===== config.mk =====
export PLATFORM = sky130hd
export DESIGN_NAME = quad_encoder_capture
export DESIGN_NICKNAME = d
export VERILOG_FILES = /design/src/rtl/quad_encoder_capture_pkg.sv /design/src/rtl/enc_glitch_filter.sv /design/src/rtl/quad_encoder_capture.sv
export SDC_FILE = /design/constraint.sdc
export NUM_CORES = 1
export LEC_CHECK = 0
export BUFFER_PORTS_ARGS = -buffer_cell sky130_fd_sc_hd__buf_2
export CAP_MARGIN = 20
export CELL_PAD_IN_SITES_DETAIL_PLACEMENT = 0
export CELL_PAD_IN_SITES_GLOBAL_PLACEMENT = 1
export CORE_MARGIN = 10
export CORE_UTILIZATION = 45
export CTS_BUF_LIST = sky130_fd_sc_hd__clkbuf_4
export DETAILED_ROUTE_END_ITERATION = 6
export HOLD_SLACK_MARGIN = 0.06
export PLACE_DENSITY = 0.78
export SYNTH_ARGS = -nofsm -noshare
export SYNTH_HDL_FRONTEND = slang
export SYNTH_HIERARCHICAL = 1
export SYNTH_SLANG_ARGS = --single-unit

===== constraint.sdc =====
create_clock -name clk -period 2.8 [get_ports clk]
set_clock_uncertainty 0.15 [all_clocks]
set_input_delay 0.14 -clock clk [delete_from_list [all_inputs] [get_ports clk]]
set_output_delay 0.14 -clock clk [all_outputs]
set_load 0.05 [all_outputs]

===== src/rtl/quad_encoder_capture_pkg.sv =====
// Shared defaults and step encoding for the quadrature encoder capture block.
// The decode function maps a previous/current filtered {A,B} pair to a step code.
package quad_encoder_capture_pkg;

  localparam int CNT_W_DEF    = 16;
  localparam int FILT_LEN_DEF = 3;

  typedef enum logic [1:0] {
    STEP_NONE = 2'b00,
    STEP_INC  = 2'b01,
    STEP_DEC  = 2'b10,
    STEP_ILL  = 2'b11
  } step_e;

  // Forward sequence is 00->01->11->10->00; a two-bit change is illegal
  function automatic step_e decode_step(input logic [1:0] prev, input logic [1:0] cur);
    step_e s;
    s = STEP_NONE;
    case ({prev, cur})
      4'b0001, 4'b0111, 4'b1110, 4'b1000: s = STEP_INC;
      4'b0100, 4'b1101, 4'b1011, 4'b0010: s = STEP_DEC;
      4'b0011, 4'b1100, 4'b0110, 4'b1001: s = STEP_ILL;
      default:                            s = STEP_NONE;
    endcase
    return s;
  endfunction

endpackage


===== src/rtl/enc_glitch_filter.sv =====
// One encoder channel: 2-flop synchronizer followed by a stability filter.
// The filtered level follows the synchronized level once it has differed for FILT_LEN clocks.
module enc_glitch_filter
  import quad_encoder_capture_pkg::*;
#(
  parameter int FILT_LEN = FILT_LEN_DEF
) (
  input  logic clk,
  input  logic rst_n,
  input  logic raw,
  output logic filt
);

  localparam logic [3:0] CNT_LAST = 4'(FILT_LEN - 1);

  logic       sync1_r;
  logic       sync2_r;
  logic       filt_r;
  logic [3:0] cnt_r;

  // Synchronizer and filter counter; counter restarts whenever raw matches filtered
  always_ff @(posedge clk or negedge rst_n) begin
    if (!rst_n) begin
      sync1_r <= 1'b0;
      sync2_r <= 1'b0;
      filt_r  <= 1'b0;
      cnt_r   <= 4'd0;
    end else begin
      sync1_r <= raw;
      sync2_r <= sync1_r;
      if (sync2_r == filt_r) begin
        cnt_r <= 4'd0;
      end else if (cnt_r == CNT_LAST) begin
        filt_r <= sync2_r;
        cnt_r  <= 4'd0;
      end else begin
        cnt_r <= cnt_r + 4'd1;
      end
    end
  end

  assign filt = filt_r;

endmodule


===== src/rtl/quad_encoder_capture.sv =====
// Quadrature encoder capture: filtered decode, saturating signed window count,
// and snapshot/clear handshake with the control sequencer.
module quad_encoder_capture
  import quad_encoder_capture_pkg::*;
#(
  parameter int CNT_W    = CNT_W_DEF,
  parameter int FILT_LEN = FILT_LEN_DEF
) (
  input  logic             clk,
  input  logic             rst_n,
  input  logic             enc_a,
  input  logic             enc_b,
  input  logic             cod_start,
  input  logic             cod_clr,
  output logic [CNT_W-1:0] cnt_out,
  output logic             cnt_valid,
  output logic             enc_err,
  output logic             cnt_sat
);

  localparam logic signed [CNT_W-1:0] CNT_MAX = {1'b0, {(CNT_W-1){1'b1}}};
  localparam logic signed [CNT_W-1:0] CNT_MIN = {1'b1, {(CNT_W-1){1'b0}}};
  localparam logic signed [CNT_W-1:0] CNT_ONE = {{(CNT_W-1){1'b0}}, 1'b1};

  logic                    filt_a_s;
  logic                    filt_b_s;
  logic [1:0]              cur_s;
  logic [1:0]              prev_r;
  step_e                   step_s;
  logic                    run_r;
  logic                    run_eff_s;
  logic signed [CNT_W-1:0] count_r;
  logic signed [CNT_W-1:0] base_s;
  logic signed [CNT_W-1:0] count_nxt_s;
  logic signed [CNT_W-1:0] cnt_out_r;
  logic                    sat_hit_s;
  logic                    sat_nxt_s;
  logic                    err_nxt_s;
  logic                    cnt_valid_r;
  logic                    enc_err_r;
  logic                    cnt_sat_r;

  enc_glitch_filter #(.FILT_LEN(FILT_LEN)) u_filt_a (
    .clk   (clk),
    .rst_n (rst_n),
    .raw   (enc_a),
    .filt  (filt_a_s)
  );

  enc_glitch_filter #(.FILT_LEN(FILT_LEN)) u_filt_b (
    .clk   (clk),
    .rst_n (rst_n),
    .raw   (enc_b),
    .filt  (filt_b_s)
  );

  assign cur_s  = {filt_a_s, filt_b_s};
  assign step_s = decode_step(prev_r, cur_s);

  // Next window count, saturation and error flags; a clear restarts the window from zero
  always_comb begin
    run_eff_s   = run_r | cod_start;
    base_s      = count_r;
    count_nxt_s = count_r;
    sat_hit_s   = 1'b0;
    sat_nxt_s   = cnt_sat_r;
    err_nxt_s   = enc_err_r;

    if (cod_clr) begin
      base_s = '0;
    end else begin
      base_s = count_r;
    end
    count_nxt_s = base_s;

    if (run_eff_s) begin
      case (step_s)
        STEP_INC: begin
          if (base_s == CNT_MAX) begin
            sat_hit_s = 1'b1;
          end else begin
            count_nxt_s = base_s + CNT_ONE;
          end
        end
        STEP_DEC: begin
          if (base_s == CNT_MIN) begin
            sat_hit_s = 1'b1;
          end else begin
            count_nxt_s = base_s - CNT_ONE;
          end
        end
        default: count_nxt_s = base_s;
      endcase
    end else begin
      count_nxt_s = base_s;
    end

    if (cod_clr) begin
      sat_nxt_s = sat_hit_s;
      err_nxt_s = (step_s == STEP_ILL);
    end else begin
      sat_nxt_s = cnt_sat_r | sat_hit_s;
      err_nxt_s = enc_err_r | (step_s == STEP_ILL);
    end
  end

  // State registers; the snapshot takes the count before this cycle's step
  always_ff @(posedge clk or negedge rst_n) begin
    if (!rst_n) begin
      prev_r      <= 2'b00;
      run_r       <= 1'b0;
      count_r     <= '0;
      cnt_out_r   <= '0;
      cnt_valid_r <= 1'b0;
      enc_err_r   <= 1'b0;
      cnt_sat_r   <= 1'b0;
    end else begin
      prev_r      <= cur_s;
      run_r       <= run_r | cod_start;
      count_r     <= count_nxt_s;
      cnt_valid_r <= cod_clr;
      enc_err_r   <= err_nxt_s;
      cnt_sat_r   <= sat_nxt_s;
      if (cod_clr) begin
        cnt_out_r <= count_r;
      end else begin
        cnt_out_r <= cnt_out_r;
      end
    end
  end

  assign cnt_out   = cnt_out_r;
  assign cnt_valid = cnt_valid_r;
  assign enc_err   = enc_err_r;
  assign cnt_sat   = cnt_sat_r;

endmodule

==> key figures, run 1 <==
Run status
  – Status: finished, final reports clean

Logic synthesis
  – Syn Inst Count: 342
  – Yosys top cell area share: 40.58%
  – Most common cell in the netlist: dfrtp_1
  – Library cells used by synthesis: 59
  – Yosys warnings: 6
  – Synth area leaders: dfrtp_1 (41%), mux2_2 (6.7%), nand2_1 (4.7%)
  – Number of flops mapped to enable cells by yosys: 0
  – Async SR Flop Fraction: 100.0%
  – Commonest cells post-synth: dfrtp_1 (52), nand2_1 (40), nor2_1 (34), mux2_2 (19), o21ai_0 (14)
  – Sequential-to-total area share from yosys stat: 40.58%
  – Synthesized cell area: 3207 µm²
  – Cell taking the most area after synthesis: dfrtp_1
  – Synth Flop Type: dfrtp_1
  – Seq cells post-synth: 52
  – Avg Cell Area, Syn: 9.377 µm²
  – Syn Nets: 358

Routing
  – Antenna viol nets, final: 0
  – Final WL: 8.191 mm
  – Vias/cell: 5.828
  – DRT iter0 DRCs: 245
  – First-pass DRT Iterations: 5
  – Via count: 2745
  – DR WL/cell: 17.39 µm
  – DR DRC count: 0

Pwr
  – Pwr dens: 1179 nW/µm²
  – Total power: 4.294 mW
  – Peak supply drop: 923.7 µV
  – Leakage: 1.706 nW

STA
  – Setup Viol. Count Final: 0
  – Slew margin rel.: 45.29%
  – PnR worst setup slack: 0.1637 ns
  – Total negative slack: 0 ns
  – Fmax: 0.3793 GHz
  – RSZ-0062 raised after global routing: no
  – Max-slew violation total from the final report: 0
  – Slew @ Worst Pin: 0.8206 ns
  – Crit path time final: 2.636 ns
  – Final Hold Fails: 0
  – Crit share post-route: 94.15%

Placement
  – Pre-CTS WS: 0.2012 ns
  – Placed cell count: 458
  – Port Buf Inserts: 24
  – Post-DP HPWL: 5.867 mm
  – GPL Wtd Cong: 0.8924

Final layout
  – ANT cells: 0
  – Area Overhead vs Synth: 13.58%
  – Final #Nets: 390
  – Fill cells: 657
  – FF/Latch Area: 1301 µm²
  – Non-Filler Instances: 471
  – Layout cells sized above 1: 22.40%
  – Footprint of the multi-input gates: 1803 µm²

Hold path
  – Worst Hold Class: in2async

Floorplanning
  – Die Footprint: 10900 µm²
  – Core box area: 6869 µm²
  – Die width: 104.4 µm
  – Initial core utilization: 46.68%
  – Core Rows: 30
  – # IOs: 25
  – Chip height: 104.4 µm

Global routing
  – Largest net degree at the start of global routing: 41
  – All-layer global routing usage: 15.10%
  – Number of global-route vias before repair: 2665
  – First-pass GRT wire length: 13.88 mm
  – Grt total ovfl: 0
  – Initial antenna violation count: 0

Clock tree
  – CTS tree: built
  – Clock-pin slew on the worst setup and hold paths: 0.17 ns
  – Num CTS Buffers: 5
  – Post-CTS Setup Bufs: 0
  – Root buf cell: clkbuf_4
  – Clock Latency Late Sink: 0.39 ns
  – H-Tree Depth: 2
  – Max Buffers Root-to-Sink: 2
  – TritonCTS Sinks: 52

Setup path
  – RR Startpoint: count_r[1]$_DFF_PN0_
  – Worst Path Arrival: 2.76 ns
  – Critical path peak fanout: 4
  – Critical Path Sink Type: flip-flop
  – Worst Setup SP: cod_clr
  – CP Launch Type: primary input
  – Crit Path Class: in2reg
  – CP Data Required Time: 2.93 ns

Flow run
  – Max cap viols: 0
==> per-stage QoR <==
stage	hold WS (ns)	utilization, %	area [µm²]
CTS	0.2194	52.86	3631
floorplan	-0.3056	-	3207
detailed placement	0.1003	50.97	3501
finish	0.2057	53.02	3642
global placement	0.09980	50.97	3501
global route	0.2212	53.02	3642
==> where the power goes <==
part | leakage (nW) | switching (mW) | internal, mW
clock network | 0.0428 | 0.259 | 0.187
logic | 0.985 | 1.66 | 1.01
registers | 0.678 | 0.228 | 0.947
==> layout by cell type, fill, tap and decap left out, drive strengths merged, types with 4 or more instances in the layout <==
master       instances
nand3               13
a21o                 4
a21oi               10
nor2                37
nor3                13
o221ai               4
clkbuf               5
mux2                24
dfrtp               52
o211ai               8
nor4                 7
nor2b                6
nand2               40
buf                 37
o21ai               16
nand2b               5
or3                  4
nand4                5
ha                  10
mux2i               11
dlygate4sd3          5
xnor2                4
a31oi                4
inv                 12
==> flip-flops by register name, indices dropped and copies added, names as in the netlist <==
register,flops
u_filt_b/sync2_r,1
cnt_valid,1
cnt_sat,1
count_r,16
u_filt_a/sync2_r,1
u_filt_b/cnt_r,4
prev_r,2
u_filt_a/cnt_r,4
u_filt_a/filt,1
cnt_out,16
u_filt_b/filt,1
u_filt_a/sync1_r,1
enc_err,1
run_r,1
u_filt_b/sync1_r,1
==> worst paths after layout <==
check,end,cells after the start,slack (ns)
max in group asynchronous,u_filt_b/cnt_r[3]$_DFF_PN0_,3,1.54
hold / removal,count_r[6]$_DFF_PN0_,2,0.21
min in group clk,u_filt_a/sync2_r$_DFF_PN0_,0,0.22
setup / recovery,count_r[10]$_DFF_PN0_,12,0.16
hold reg to reg,u_filt_a/sync2_r$_DFF_PN0_,0,0.22
setup reg to reg,count_r[10]$_DFF_PN0_,9,0.19
==> worst max-delay path: stages <==
cell	delay, ns
dlygate4sd3_1	0.53
buf_2	0.15
inv_2	0.10
nand2_1	0.12
inv_1	0.08
ha_1	0.18
nand4_1	0.15
or4_4	0.59
nor2_1	0.14
mux2_2	0.34
a22oi_1	0.13
o21ai_0	0.11
==> per-layer routing <==
metal	vias to the layer above	GRT usage, %	part of all wire (%)
met2	112	25.25	48
met3	11	2.912	6.9
met4	0	3.280	1.1
li1	1301	-	-
met5	-	0	0
met1	1321	19.54	44
==> kinds of logic (layout without fill, tap and decap cells) <==
family / count (synthesis) / count (layout) / share of synthesized area, %
multiplexers: 35 / 35 / 12.21
AO/OA/AOI/OAI: 65 / 65 / 13.97
flip-flops: 52 / 52 / 40.58
adder cells (fa/ha/maj): 10 / 10 / 3.902
buffers and inverters: 29 / 62 / 3.550
AND/OR/NAND/NOR: 145 / 145 / 24.15
XOR/XNOR: 6 / 6 / 1.639
==> repair_timing <==
action | 4_1_cts | 5_1_grt
endpoints found under the hold margin | 39 | 0
gates resized for setup | 0 | 5
hold buffers | 5 | 0
setup endpoints to repair | 0 | 6
==> cell type report <==
class                      instances  area share [%]
sequential                        52           35.73
timing repair buffer              42           8.038
multi-input combinational        261           49.50
clock inverter                     3           1.168
inverter                          12           1.237
clock buffer                       5           1.031
tap                               96           3.298
Note: power is estimated with default switching activity, not from simulation.
==> inputs of run 2 (changes only) <==
--- a/config.mk
+++ b/config.mk
@@ -5,6 +5,7 @@
 export SDC_FILE = /design/constraint.sdc
 export NUM_CORES = 1
 export LEC_CHECK = 0
+export ABC_CLOCK_PERIOD_IN_PS = 2800
 export BUFFER_PORTS_ARGS = -buffer_cell sky130_fd_sc_hd__buf_2
 export CAP_MARGIN = 20
 export CELL_PAD_IN_SITES_DETAIL_PLACEMENT = 0
@@ -14,7 +15,8 @@
 export CTS_BUF_LIST = sky130_fd_sc_hd__clkbuf_4
 export DETAILED_ROUTE_END_ITERATION = 6
 export HOLD_SLACK_MARGIN = 0.06
-export PLACE_DENSITY = 0.78
+export PLACE_DENSITY_LB_ADDON = 0.15
+export REMOVE_ABC_BUFFERS = 1
 export SYNTH_ARGS = -nofsm -noshare
 export SYNTH_HDL_FRONTEND = slang
 export SYNTH_HIERARCHICAL = 1
==> key figures, run 2 (synthesis gave the netlist of run 1 again) <==
Run status
  – Status: finished, final reports clean

Routing
  – DRT iter0 DRCs: 174
  – Antenna viol nets, final: 0
  – Vias/cell: 5.653
  – DR DRC count: 0
  – First-pass DRT Iterations: 4
  – Final WL: 8.358 mm
  – Via count: 2674
  – DR WL/cell: 17.67 µm

Setup path
  – CP Data Required Time: 2.93 ns
  – Critical path peak fanout: 5
  – Crit path capture: count_r[10]$_DFF_PN0_
  – R2r setup slk: 0.16 ns
  – Critical-path cell list: nand2_1 -> inv_1 -> ha_1 -> nand4_1 -> or4_1 -> nor2_1 -> mux2_2 -> a22oi_1 -> o21ai_0
  – Crit Path Class: reg2reg
  – Worst Setup SP: count_r[1]$_DFF_PN0_
  – Largest stage delay on the critical path: 0.62 ns
  – Max stage delay cell, worst path: or4_1
  – Critical Path Sink Type: flip-flop
  – Worst Path Arrival: 2.77 ns
  – RR Startpoint: count_r[1]$_DFF_PN0_
  – CP Launch Type: flip-flop
  – Capturing point of the worst reg2reg path: count_r[10]$_DFF_PN0_
  – R2R depth: 9

Final layout
  – Post-route cell area: 3621 µm²
  – ANT cells: 0
  – Layout Utilization: 52.71%
  – Area Overhead vs Synth: 12.91%
  – Non-Filler Instances: 473
  – Final #Nets: 392
  – Commonest non-fill, non-tap cell in the layout: dfrtp_1
  – Layout cells sized above 1: 22.28%
  – Most frequent cells in the layout: dfrtp_1 (52), nand2_1 (40), nor2_1 (34), buf_2 (24), mux2_2 (19)

Floorplanning
  – Initial core utilization: 46.68%
  – Chip height: 104.4 µm
  – # IOs: 25
  – Die width: 104.4 µm
  – Core box area: 6869 µm²
  – Die Footprint: 10900 µm²
  – Core Rows: 30

STA
  – Setup Viol. Count Final: 0
  – Crit path time final: 2.639 ns
  – Max-slew violation total from the final report: 0
  – PnR worst setup slack: 0.1614 ns
  – Final Hold Fails: 0
  – Hold slack: 0.08209 ns
  – Fmax: 0.3790 GHz
  – Crit share post-route: 94.23%
  – Slew @ Worst Pin: 0.5836 ns
  – RSZ-0062 raised after global routing: no
  – Slew margin rel.: 61.09%
  – Total negative slack: 0 ns

Clock tree
  – CTS tree: built
  – Clock-pin slew on the worst setup and hold paths: 0.16 ns
  – Max Buffers Root-to-Sink: 2
  – Num CTS Buffers: 5
  – Post-CTS Setup Bufs: 0
  – H-Tree Depth: 2
  – Clock Latency Late Sink: 0.38 ns
  – Root buf cell: clkbuf_4
  – TritonCTS Sinks: 52

Placement
  – Pre-CTS WS: 0.1242 ns
  – Post-DP HPWL: 6.041 mm
  – Placed cell count: 460
  – GPL Wtd Cong: 0.8929
  – Post-DP Area: 3503 µm²
  – Port Buf Inserts: 24

Global routing
  – All-layer global routing usage: 15.23%
  – Grt total ovfl: 0
  – Largest net degree at the start of global routing: 30
  – First-pass GRT wire length: 13.93 mm
  – Number of global-route vias before repair: 2562
  – Initial antenna violation count: 0

Pwr
  – Leakage: 1.699 nW
  – Power Internal: 2.087 mW
  – Total power: 4.213 mW
  – Pwr dens: 1163 nW/µm²
  – Share of power burned in combinational logic: 63.6%
  – Sw Share: 50.45%
  – Peak supply drop: 705.0 µV
  – Seq pwr share: 27.8%
  – NetSw: 2.125 mW
  – Clock network power share: 8.6%

Flow run
  – Max cap viols: 0

Hold path
  – Worst Hold Class: in2reg
## run 2: cell count changes in the layout (fill, tap and decap cells not counted), sizes merged
cell,previous run,this run
clkbuf,5,6
buf,37,39
bufinv,1,0
clkinv,2,1
clkinvlp,0,1
## run 2: power by group through the flow
stage / logic [mW] / clock network (mW) / registers [mW]
2_1_floorplan: 1.55 / 0 / 1.37
3_3_place_gp: 2.63 / 0 / 1.18
3_5_place_dp: 2.66 / 0 / 1.19
4_1_cts: 2.67 / 0.379 / 1.17
5_1_grt: 2.95 / 0.405 / 1.21
6_report: 2.68 / 0.362 / 1.17
## run 2: worst max-delay path: cells and delay by family, from the launching register on
kind            cells  cell delay (ns)
buf+inv             1             0.10
flops               1             0.45
fa+ha+maj           1             0.19
mux                 1             0.34
simple gates        4             1.08
compound gates      2             0.23
## run 2: repair_timing
action                                 4_1_cts  5_1_grt
hold buffers                                 5        0
setup endpoints to repair                    0        2
endpoints found under the hold margin       27        0
gates resized for setup                      0        2
## run 2: final cells by class
type,instances,area [µm²]
well taps,96,120.1
flip-flops and latches,52,1301
clock inverters,2,16.27
fillers,672,3248
inverters,12,45.04
repair buffers,44,295.3
multi-input cells,261,1798
clock buffers,6,45.04
## run 2: worst min path at each step
| stage | slack [ns] | start | depth (start not counted) | to |
|---|---|---|---|---|
| 4_1_cts | 0.07 | cod_clr | 4 | count_r[15]$_DFF_PN0_ |
| 5_1_grt | 0.09 | cod_clr | 4 | count_r[15]$_DFF_PN0_ |
| 2_1_floorplan | -0.31 | rst_n | 0 | cnt_out[0]$_DFFE_PN0P_ |
| 6_report | 0.08 | cod_clr | 4 | count_r[15]$_DFF_PN0_ |
| 3_5_place_dp | 0.01 | rst_n | 1 | cnt_out[8]$_DFFE_PN0P_ |
| 3_3_place_gp | 0.008 | rst_n | 1 | cnt_out[8]$_DFFE_PN0P_ |
## run 2: per-layer routing
metal	GRT usage (%)	vias to the layer above	part of all wire, %
li1	-	1304	-
met1	21.88	1297	48
met2	22.87	67	46
met3	2.602	6	5.2
met4	3.777	0	0.91
met5	0	-	0
